--- src/rtl/button_event.sv ---
// Converts a debounced, same-clock button level into single-cycle UI events:
// press, release, long-press after HOLD_CYCLES and optional auto-repeat.
module button_event #(
  parameter int HOLD_CYCLES   = 50_000_000,
  parameter int REPEAT_CYCLES = 12_500_000,
  parameter bit REPEAT_EN     = 1'b1,
  parameter int CNT_W         = 26
) (
  input  logic clk,
  input  logic rst,
  input  logic btn_in,
  output logic press_pulse,
  output logic release_pulse,
  output logic long_pulse,
  output logic repeat_pulse,
  output logic held
);

  typedef enum logic [1:0] {
    IDLE    = 2'd0,
    PRESSED = 2'd1,
    HELD    = 2'd2
  } state_t;

  localparam logic [CNT_W-1:0] HOLD_LAST   = CNT_W'(HOLD_CYCLES - 1);
  localparam logic [CNT_W-1:0] REPEAT_LAST = CNT_W'(REPEAT_CYCLES - 1);

  state_t           state, state_next;
  logic [CNT_W-1:0] cnt, cnt_next;
  logic             btn_prev;
  logic             press_next, release_next, long_next, repeat_next, held_next;

  // NOTE: every output of this block gets a default before the case, so no
  // path leaves a signal unassigned and no latch is inferred.
  always_comb begin
    state_next   = state;
    cnt_next     = cnt;
    press_next   = 1'b0;
    release_next = 1'b0;
    long_next    = 1'b0;
    repeat_next  = 1'b0;

    case (state)
      IDLE: begin
        // A rising level is only accepted after the button was seen low.
        if (btn_in && !btn_prev) begin
          press_next = 1'b1;
          state_next = PRESSED;
          cnt_next   = '0;
        end
      end

      PRESSED: begin
        if (!btn_in) begin
          release_next = 1'b1;
          state_next   = IDLE;
          cnt_next     = '0;
        end else if (cnt == HOLD_LAST) begin
          long_next  = 1'b1;
          state_next = HELD;
          cnt_next   = '0;
        end else begin
          cnt_next = cnt + 1'b1;
        end
      end

      HELD: begin
        // Release is tested first so it wins over a terminal count.
        if (!btn_in) begin
          release_next = 1'b1;
          state_next   = IDLE;
          cnt_next     = '0;
        end else if (REPEAT_EN) begin
          if (cnt == REPEAT_LAST) begin
            repeat_next = 1'b1;
            cnt_next    = '0;
          end else begin
            cnt_next = cnt + 1'b1;
          end
        end else begin
          cnt_next = '0;
        end
      end

      default: begin
        state_next = IDLE;
        cnt_next   = '0;
      end
    endcase

    held_next = (state_next != IDLE);
  end

  // NOTE: sequential state uses non-blocking assignments so every register
  // samples the pre-edge values regardless of statement order.
  always_ff @(posedge clk or posedge rst) begin
    if (rst) begin
      state         <= IDLE;
      cnt           <= '0;
      btn_prev      <= 1'b1;
      press_pulse   <= 1'b0;
      release_pulse <= 1'b0;
      long_pulse    <= 1'b0;
      repeat_pulse  <= 1'b0;
      held          <= 1'b0;
    end else begin
      state         <= state_next;
      cnt           <= cnt_next;
      btn_prev      <= btn_in;
      press_pulse   <= press_next;
      release_pulse <= release_next;
      long_pulse    <= long_next;
      repeat_pulse  <= repeat_next;
      held          <= held_next;
    end
  end

endmodule
--- config.mk ---
export PLATFORM = sky130hd
export DESIGN_NAME = button_event
export DESIGN_NICKNAME = d
export VERILOG_FILES = /design/src/rtl/button_event.sv
export SDC_FILE = /design/constraint.sdc
export NUM_CORES = 1
export LEC_CHECK = 0
export ABC_AREA = 1
export CAP_MARGIN = 20
export CORE_ASPECT_RATIO = 0.6
export CORE_MARGIN = 1.5
export CORE_UTILIZATION = 34
export DETAILED_ROUTE_END_ITERATION = 6
export MAX_ROUTING_LAYER = met4
export SETUP_SLACK_MARGIN = 0.4
export SLEW_MARGIN = 20
export SYNTH_ARGS = -nofsm -noshare
export SYNTH_HDL_FRONTEND = slang
export SYNTH_SLANG_ARGS = --single-unit
export TNS_END_PERCENT = 30
--- constraint.sdc ---
create_clock -name clk -period 1.82 [get_ports clk]
set_input_delay 0.182 -clock clk [delete_from_list [all_inputs] [get_ports clk]]
set_output_delay 0.182 -clock clk [all_outputs]
set_load 0.01 [all_outputs]
# Word-level counts from Yosys, hierarchy flattened
# Index checks and enable logic that the tools add are counted.
[word_totals]
wordCells = 40
regBits = 34
output_inout_bits = 5
in_bits = 3
[op_classes]
n_reduce_logical = 5
mux = 21
n_eq_ne = 5
addsub = 1
[ops]
columns = ["op", "n"]
rows = [
  ["$mux 26", 5],
  ["$pmux 26 s3", 1],
  ["$add 26x1->26 const B", 1],
  ["$eq 26x24->1 const B", 1],
  ["$eq 26x26->1 const B", 1],
  ["$mux 1", 10],
  ["$mux 2", 4],
  ["$pmux 2 s3", 1],
  ["$eq 2x1->1 const B", 1],
  ["$eq 2x2->1 const B", 1],
  ["$logic_not 2->1", 1],
  ["$ne 2x2->1 const B", 1],
  ["$reduce_bool 2->1", 1],
  ["$reduce_or 2->1", 1],
  ["$logic_and 1x1->1", 1],
  ["$logic_not 1->1", 1],
]

# Logic depth before layout (Yosys ltp)
[logic_depth]
ltp_word = 5
mapped_depth = 11

# Worst setup path after synthesis
# No wires, ideal clock.
[synth_timing]
path_kind = "register to register"
startpoint = "reg cnt[0]"
endpoint = "reg cnt[11]"
slack_ns = 0.190
setup_ns = 0.122
required_ns = 1.698
arrival_time_ns = 1.508
path_stages_with_launch = 12
path_cell_list = "dfrtp_1 ha_1 nand2_1 inv_2 nand2_2 nor3_1 nand2_1 nand2_2 nand2_4 nand2_8 buf_12 o21ai_2"
[synth_via]
elab_chain_len = 4
[synth_rtl]
columns = ["item", "line", "rtl"]
rows = [
  ["from (decl)", "29", "logic [CNT_W-1:0] cnt, cnt_next;"],
  ["from (signal assigned)", "108", "cnt <= cnt_next;"],
  ["$add 26x1->26, or another cell as far along", "63, 78", ""],
  ["$mux 26, on equally long branches", "74, 58", ""],
  ["$mux 26, on equally long branches", "69, 54", ""],
  ["$pmux 26 s3 *", "43", "case (state)"],
]
# Mark *: on every way between the ends. The rest lies on a longest branch, timed or not.
# A chain may end at the register's enable or synchronous reset.

# Worst setup path after layout
# Ends and elaborated chain as after synthesis.

==> results.tsv <==
stage	metric	value	unit
floorplanning	core_area	6190	sq um
global_route	grt_use_total	0.200	
timing	min_period	1540	ps
floorplanning	die_w	107	um
timing	setup_violations	0	
pwr	p_per_area	706	nW/um^2
yosys	yosysSeqAreaShare	0.385	
finish	drive_above_1_share	0.337	
floorplanning	die-height	65.5	um
timing	fin_hold_ws	175	ps
finish	syn2layout_area_growth	30.9	%
timing	finalWorstSetupSlack	281	ps
clock_tree	postCtsHoldBufs	0	
yosys	syn_inst	294	
clock_tree	clkSinkCount	34	
timing	fin_tns_setup	0	ps
yosys	synth_seq_cells	34	
timing	finalCritPeriodShare	0.846	
worst_setup_path	crit-reg2reg-capture	cnt[11]	
worst_setup_path	worst-r2r-setup-slack	280	ps
routing	drt_wl_total	6050	um
yosys	synth.cell_area	2210	sq um
floorplanning	dieArea	7020	sq um
global_route	grt_max_degree	14	
timing	tightest_slew	436	ps
worst_setup_path	crit_type	reg -> reg	
clock_tree	clk_latency	300	ps
placed_design	dp_hpwl	4230	um
timing	max_freq	650	MHz
global_route	antenna_found_initial	0	
finish	fin_area	2900	sq um
clock_tree	clk_path_buf_depth	2	
floorplanning	ioPinCount	8	
global_route	grt_pass1_vias	2037	
timing	slew_viol_final	0	
placed_design	gp_congestion	0.931	
clock_tree	cts_max_level	2	
finish	diodes	0	
worst_setup_path	cp.arrival	1720	ps
timing	rsz0062_at_grt	true	
finish	instances_no_fill	419	
pwr	leakage	1.28	nW
pwr	ir_worst_vdd	423	uV
clock_tree	cts-buffers-inserted	5	
run_status	outcome	finished, final reports clean	
routing	vias	2099	
timing	fin_worst_skew	8.89	ps
worst_setup_path	crit_path_max_fanout	8	
placed_design	portBuffers	7	
yosys	ys_warn_count	0	
clock_tree	clkTransAtPathRegs	80	ps
global_route	overflow	0	
timing	maxSlewHeadroom	0.709	
routing	wire_per_inst	14.4	um
yosys	syn_nets	302	
worst_setup_path	crit_required	2000	ps
flow_run	cap_violations	0	
placed_design	dpl.cell_count	388	
routing	viasPerCell	5.01	
yosys	synth.distinct_cells	29	
worst_setup_path	reg2reg_depth	10	
routing	drc	0	
clock_tree	cts-root-buf	clkbuf_8	
routing	drt_first_pass_iters	4	
floorplanning	core.rowCount	22	
floorplanning	initial_core_util	0.357	
routing	drt_iter0_drc	164	
worst_setup_path	start_kind	flop	
worst_setup_path	critPathCaptureType	flop	
placed_design	dpl_worst_slack	59.9	ps
finish	num-nets-final	342	
placed_design	dpl-instance-area	2460	sq um
yosys	synth.avg_cell_area	7.52	sq um
worst_hold_path	hp-class	in -> async	
worst_setup_path	r2r-start	cnt[0]	
clock_tree	cts_tree	done	
routing	ant_nets	0	
timing	hold_violations	0	
global_route	grt_pass1_wl	10400	um
finish	final_core_util	0.468	
pwr	fin_total_pwr	2.05	mW
## power by group
part | switching [mW] | internal (mW) | leakage (nW)
Clock | 0.293 | 0.304 | 0.0472
Combinational | 0.403 | 0.236 | 0.786
Sequential | 0.0177 | 0.791 | 0.446
Total | 0.714 | 1.33 | 1.28
## routing by layer
| layer | part of all wire | wire length (um) | up-vias | global-route usage |
|---|---|---|---|---|
| met2 | 0.40 | 2410 | 67 | 0.268 |
| met5 | 0 | 0 | - | - |
| met1 | 0.51 | 3110 | 994 | 0.296 |
| li1 | - | - | 1025 | - |
| met4 | 0.015 | 90 | 0 | 0.0617 |
| met3 | 0.072 | 437 | 13 | 0.0397 |
## worst max-delay path by stage
stage                          to  slack, ps  depth (start not counted)   start
after floorplan           cnt[11]        350                         11  cnt[0]
after global placement     cnt[4]        140                          6  btn_in
after detailed placement  cnt[22]         60                          5  btn_in
after CTS                 cnt[11]        280                         10  cnt[1]
after global routing      cnt[20]        180                          8  cnt[0]
final                     cnt[11]        280                         10  cnt[0]
## kinds of logic (layout without fill, tap and decap cells)
group	Yosys count	after routing	share of synthesized area
and+or+nand+nor	170	173	0.360
DFF	34	34	0.385
AOI/OAI and AO/OA	27	28	0.0798
adders and majority gates	5	5	0.0283
xor gates and xnor gates	17	17	0.0673
buffers and inverters	41	78	0.0798
## cells in the mapped netlist
cell      number  area share
o21ai_2       10       0.040
nor2_4         2       0.010
o21ai_1        2      0.0045
nand4_2        1      0.0057
o21ai_0        7       0.016
nor2_1        29       0.049
nand3_1       15       0.034
xnor2_1        6       0.024
o22ai_1        1      0.0028
buf_12         1      0.0091
nand2_4        1      0.0051
o21bai_1       1      0.0034
nor4_1         1      0.0028
a21oi_1        6       0.014
nand3_2        1      0.0045
xor2_1        11       0.044
dfstp_2        1       0.012
inv_1         32       0.054
dfrtp_1       33        0.37
ha_1           5       0.028
buf_2          5       0.011
nand4_1       12       0.034
inv_2          3      0.0051
nand2_8        1      0.0091
nor3_1         9       0.020
nor3_2         1      0.0045
nand2_2        7       0.020
nand2_1       83        0.14
nor2_2         7       0.020
## placed cells by master (no fill, tap or decap)
cell type,count
o21bai_1,1
nor4_1,1
xnor2_1,6
nand3_1,14
o21ai_0,2
buf_4,26
nand3_2,2
clkinv_2,1
o21ai_1,2
ha_4,1
nor3_2,2
inv_1,29
clkdlybuf4s50_1,7
o21ai_2,15
nand2_1,76
dfstp_2,1
nand2_8,3
xor2_1,11
nor2_1,26
a21oi_1,5
dfrtp_2,13
nand2_4,5
nor3_1,6
clkinvlp_4,1
nand2_2,11
clkbuf_8,6
buf_12,2
ha_2,1
nand4_2,1
dfrtp_1,20
a21oi_4,1
nand4_1,12
ha_1,3
nor2_4,8
a21oi_2,1
inv_2,6
nor3_4,2
o22ai_1,1
nor2_2,4
## area by class of cell
class                      count  area [sq um]
timing repair buffer          35           305
inverter                      35           131
fill                         613          3300
tap                           84           105
multi-input combinational    223          1390
clock buffer                   6          82.6
sequential                    34           868
clock inverter                 2          12.5
## state kept, by name, indices dropped and copies added, names as in the netlist
name           flops
btn_prev           1
cnt               26
held               1
long_pulse         1
press_pulse        1
release_pulse      1
repeat_pulse       1
state              2
## critical path, cell delays in order (launching register included)
cell and delay, ps:
dfrtp_2 390, ha_4 150, nand2_2 60, inv_2 70
nand2_4 70, nor2_4 150, nand3_2 120, nand2_4 120
nand2_8 100, nand2_8 120, o21ai_2 50
## timing repair
action / CTS / global route
setup buffers: 10 / 9
resized for setup: 28 / 21
pin swaps: 12 / 9
setup endpoints to repair: 29 / 30
cloned: 4 / 0
Power figures use the tool's default switching activity.
